<file path="src/rtl/axi_write_buffer.sv">
// axi_write_buffer: posted single-beat write FIFO draining in order to AXI AW/W/B with address-hazard check
module axi_write_buffer #(
  parameter int DEPTH = 4,
  parameter logic [3:0] AXI_ID = 4'd1
) (
  input  logic        aclk,
  input  logic        aresetn,
  input  logic        s_valid,
  output logic        s_ready,
  input  logic [31:0] s_addr,
  input  logic [31:0] s_data,
  input  logic [3:0]  s_strb,
  input  logic [2:0]  s_size,
  input  logic [31:0] chk_addr,
  output logic        chk_hit,
  output logic        empty,
  output logic        bus_err,
  output logic [3:0]  awid,
  output logic [31:0] awaddr,
  output logic [7:0]  awlen,
  output logic [2:0]  awsize,
  output logic [1:0]  awburst,
  output logic [1:0]  awlock,
  output logic [3:0]  awcache,
  output logic [2:0]  awprot,
  output logic        awvalid,
  input  logic        awready,
  output logic [3:0]  wid,
  output logic [31:0] wdata,
  output logic [3:0]  wstrb,
  output logic        wlast,
  output logic        wvalid,
  input  logic        wready,
  input  logic [3:0]  bid,
  input  logic [1:0]  bresp,
  input  logic        bvalid,
  output logic        bready
);
  localparam int AW = $clog2(DEPTH);
  typedef enum logic [1:0] {IDLE, SEND, WAIT_B} state_t;
  state_t state, state_n;
  logic [31:0] mem_addr [DEPTH];
  logic [31:0] mem_data [DEPTH];
  logic [3:0] mem_strb [DEPTH];
  logic [2:0] mem_size [DEPTH];
  logic [AW-1:0] wr_ptr, rd_ptr;
  logic [AW:0] count;
  logic [DEPTH-1:0] vld, match;
  logic aw_done, w_done, aw_hs, w_hs, push, pop, unused;
  assign unused = ^{bid, chk_addr[1:0]};
  assign s_ready = count != (AW+1)'(DEPTH);
  assign push = s_valid & s_ready;
  assign pop = bready & bvalid;
  assign awvalid = state == SEND & !aw_done;
  assign wvalid = state == SEND & !w_done;
  assign bready = state == WAIT_B;
  assign aw_hs = awvalid & awready;
  assign w_hs = wvalid & wready;
  assign empty = count == '0 & state == IDLE;
  assign chk_hit = |(vld & match);
  assign awid = AXI_ID;
  assign wid = AXI_ID;
  assign awlen = '0;
  assign awburst = 2'b01;
  assign awlock = '0;
  assign awcache = '0;
  assign awprot = '0;
  assign wlast = 1'b1;
  assign awaddr = mem_addr[rd_ptr];
  assign awsize = mem_size[rd_ptr];
  assign wdata = mem_data[rd_ptr];
  assign wstrb = mem_strb[rd_ptr];
  always_comb begin
    match = '0;
    for (int i = 0; i < DEPTH; i++) match[i] = mem_addr[i][31:2] == chk_addr[31:2];
  end
  always_comb
    state_n = state == IDLE ? (count != '0 ? SEND : IDLE) :
              state == SEND ? ((aw_done | aw_hs) & (w_done | w_hs) ? WAIT_B : SEND) :
              (bvalid ? IDLE : WAIT_B);
  always_ff @(posedge aclk or negedge aresetn)
    if (!aresetn) begin
      state <= IDLE;
      aw_done <= 1'b0;
      w_done <= 1'b0;
      wr_ptr <= '0;
      rd_ptr <= '0;
      count <= '0;
      vld <= '0;
      bus_err <= 1'b0;
    end else begin
      state <= state_n;
      aw_done <= state_n == SEND & (aw_done | aw_hs);
      w_done <= state_n == SEND & (w_done | w_hs);
      if (push) wr_ptr <= wr_ptr + AW'(1);
      if (pop) rd_ptr <= rd_ptr + AW'(1);
      count <= count + (AW+1)'(push) - (AW+1)'(pop);
      if (push) vld[wr_ptr] <= 1'b1;
      if (pop) vld[rd_ptr] <= 1'b0;
      bus_err <= bus_err | (pop & |bresp);
    end
  always_ff @(posedge aclk)
    if (push) begin
      mem_addr[wr_ptr] <= s_addr;
      mem_data[wr_ptr] <= s_data;
      mem_strb[wr_ptr] <= s_strb;
      mem_size[wr_ptr] <= s_size;
    end
endmodule

</file>
<file path="config.mk">
export PLATFORM = sky130hd
export DESIGN_NAME = axi_write_buffer
export DESIGN_NICKNAME = d
export VERILOG_FILES = /design/src/rtl/axi_write_buffer.sv
export SDC_FILE = /design/constraint.sdc
export NUM_CORES = 1
export LEC_CHECK = 0
export BUFFER_PORTS_ARGS = -buffer_cell sky130_fd_sc_hd__clkbuf_2
export CORE_MARGIN = 8
export CORE_UTILIZATION = 25
export CTS_CLUSTER_SIZE = 12
export DETAILED_ROUTE_END_ITERATION = 10
export GPL_TIMING_DRIVEN = 0
export PLACE_DENSITY = 0.48
export SKIP_CTS_REPAIR_TIMING = 1
export SLEW_MARGIN = 10
export SYNTH_ARGS = -nofsm -noshare
export SYNTH_HDL_FRONTEND = slang
export SYNTH_SLANG_ARGS = --single-unit
</file>
<file path="constraint.sdc">
create_clock -name aclk -period 3.64 [get_ports aclk]
set_input_delay 0.364 -clock aclk [delete_from_list [all_inputs] [get_ports aclk]]
set_output_delay 0.364 -clock aclk [all_outputs]
set_load 0.03 [all_outputs]
</file>
==> impl_metrics.json <==
{
  "status": "finished clean",
  "synth_edf_count": 284,
  "die_area_um2": 58350,
  "power_density_nw_per_um2": 848.6,
  "viasPerCell": 4.176,
  "ios": 221,
  "grt_pass1_wl_um": 51640,
  "synthTopCellsByCount": "edfxtp_1, xnor2_1, mux4_2, xor2_1, buf_4",
  "max_stage_delay_ps": 510,
  "path_buf_inv": 1,
  "layout.nets": 1019,
  "ant_nets": 0,
  "post-route-period-util": 0.8553,
  "final_max_slew_viol_count": 0,
  "wl_per_cell_um": 22.14,
  "grt-ovfl-total": 0,
  "die_w_um": 241.6,
  "start_kind": "flip-flop",
  "min_period_ps": 3113,
  "hp-class": "input port to flip-flop",
  "cts_buffer_depth": 3,
  "ys.flop_type": "edfxtp_1",
  "synth_most_common_cell": "edfxtp_1",
  "leakage_nw": 5.607,
  "yosysWarningCount": 0,
  "reg2reg_slack_ps": 1350,
  "drive_gt1_frac": 0.3939,
  "drt_iter0_drc": 397,
  "antenna_found_initial": 7,
  "arrival_ps": 2750,
  "rsz0062_at_grt": "no",
  "tritoncts": "yes",
  "skew_ps": 18.11,
  "place_ws_ps": 987.1,
  "dieHeight_um": 241.6,
  "ys_async_sr_fraction": 0.05333,
  "synth_area_leaders": "edfxtp_1, mux4_2, xnor2_1, dfrtp_1, xor2_1",
  "dr_total_vias": 6652,
  "drc_errors": 0,
  "worst-endpoint-required_ps": 3280,
  "path_delay_family": "simple AND/OR/NAND/NOR gates",
  "ys_seq_area_frac": 0.7020,
  "grt_max_degree": 45,
  "synth_seq_cells": 300,
  "fmax_ghz": 0.3212,
  "finalWorstSetupSlack_ps": 526.7,
  "fin_tns_setup_ps": 0,
  "total_power_mw": 13.55,
  "maxCapViolations": 0,
  "cts_buffers": 38,
  "peakVddDrop_mv": 0.5372,
  "initial_core_util": 0.2535,
  "crit_top_cell": "nand4_1",
  "setup_viol": 0,
  "core_um2": 50170,
  "cts.htree.levels": 2,
  "hold_viol_final": 0,
  "synth.largest_area_cell": "edfxtp_1",
  "clk_pin_slew_worst_paths_ps": 60,
  "slew_headroom": 0.5520,
  "synth_area_um2": 12720,
  "clock-sinks": 300,
  "cp-end-kind": "primary output",
  "criticalPathCategory": "flip-flop to primary output",
  "avgSynthCellArea_um2": 19.54,
  "place_hpwl_um": 25200,
  "grt_pass1_vias": 7362,
  "clock_latency_ps": 540,
  "worst_slew_pin_slew_ps": 672.0,
  "grt.total_usage": 0.1197,
  "cts_root_buffer": "clkbuf_16",
  "synthCells": 651,
  "critPathMaxFanout": 2,
  "port_buffers": 170,
  "wl_um": 35280,
  "synth_top_area_frac": 0.6705,
  "gp_congestion": 0.7527,
  "dr.pass1.iters": 4,
  "syn2layout_area_growth_pct": 25.57,
  "cp_slowest_cell": "nor4_1",
  "ys_types": 29,
  "fillers": 4882,
  "crit_chain": "xnor2_1 -> nand4_1 -> nor4_1 -> nand4_1 -> nand4_1 -> clkbuf_2",
  "fp-row-count": 82
}
==> state kept, by name, indices dropped and copies added (netlist names) <==
signal / flops
bus_err: 1
w_done: 1
count: 3
wr_ptr: 2
rd_ptr: 2
mem_addr: 128
aw_done: 1
mem_size: 12
mem_data: 128
state: 2
vld: 4
mem_strb: 16
==> cells by family after synthesis <==
group / share of synthesized area
AO/OA/AOI/OAI: 0.005410
AND/OR/NAND/NOR: 0.02961
XOR/XNOR: 0.08598
adder cells (fa/ha/maj): 0.01141
multiplexers: 0.1265
buffers and inverters: 0.03847
other: 0.0005905
flip-flops: 0.7020
==> layer usage <==
metal | global-route usage | vias to the layer above | part of all wire
met5 | 0 | - | 0.0012
met4 | 0.03622 | 6 | 0.021
met3 | 0.04365 | 55 | 0.083
met2 | 0.1906 | 222 | 0.47
met1 | 0.1508 | 3377 | 0.42
li1 | - | 2992 | -
==> layout make-up <==
| type | count | area, µm² | area share |
|---|---|---|---|
| Sequential cell | 300 | 8929 | 0.5591 |
| Multi-Input combinational cell | 308 | 3418 | 0.2140 |
| Clock buffer | 45 | 998.5 | 0.06252 |
| Timing Repair Buffer | 176 | 983.4 | 0.06158 |
| Tap cell | 672 | 840.8 | 0.05265 |
| Buffer | 61 | 459.2 | 0.02875 |
| Clock inverter | 21 | 306.5 | 0.01919 |
| Inverter | 8 | 30.03 | 0.001880 |
| Antenna cell | 2 | 5.005 | 0.0003134 |
==> stage by stage <==
step / area [µm²] / util / hold slack (ps) / std cells
4_1_cts: 15960 / 0.3180 / -229.4 / 1590
5_1_grt: 15970 / 0.3182 / 13.26 / 1591
6_report: 15970 / 0.3183 / 41.02 / 1593
3_5_place_dp: 14650 / 0.2920 / 368.8 / 1524
2_1_floorplan: 12820 / - / 68.41 / 677
3_3_place_gp: 14510 / 0.2892 / 365.7 / 1519
==> where the power goes <==
part / switching (mW) / internal (mW) / leakage [nW]
Combinational: 3.05 / 1.71 / 2.19
Clock: 1.44 / 2.52 / 0.634
Sequential: 0.266 / 4.57 / 2.78
==> path summary, 6_finish.rpt <==
path / from / end / depth (start not counted)
min: s_data[5] / mem_data[3][5]$_DFFE_PP_ / 1
max in group asynchronous: aresetn / rd_ptr[1]$_DFFE_PN0P_ / 2
max reg2reg: count[1]$_DFF_PN0_ / count[2]$_DFF_PN0_ / 11
min in group asynchronous: aresetn / vld[0]$_DFF_PN0_ / 2
min reg2reg: bus_err$_DFF_PN0_ / bus_err$_DFF_PN0_ / 1
max: mem_addr[3][17]$_DFFE_PP_ / chk_hit / 6
==> layout by cell type (no fill, tap or decap), types with 2 or more instances in the layout <==
| cell type | n |
|---|---|
| a21oi_1 | 2 |
| a2bb2oi_1 | 4 |
| and2_1 | 3 |
| and3_4 | 4 |
| buf_12 | 2 |
| buf_16 | 3 |
| buf_2 | 14 |
| buf_4 | 30 |
| buf_6 | 13 |
| bufinv_16 | 8 |
| clkbuf_1 | 8 |
| clkbuf_16 | 39 |
| clkbuf_2 | 172 |
| clkinv_1 | 8 |
| clkinv_2 | 2 |
| conb_1 | 28 |
| dfrtp_1 | 16 |
| diode_2 | 2 |
| edfxtp_1 | 284 |
| ha_1 | 10 |
| inv_1 | 8 |
| inv_6 | 2 |
| mux4_2 | 71 |
| nand2_1 | 3 |
| nand2b_1 | 2 |
| nand4_1 | 25 |
| nor2_1 | 4 |
| nor2b_1 | 5 |
| nor4_1 | 17 |
| o21ai_0 | 2 |
| xnor2_1 | 79 |
| xor2_1 | 44 |
Note: power is estimated with default switching activity, not from simulation.
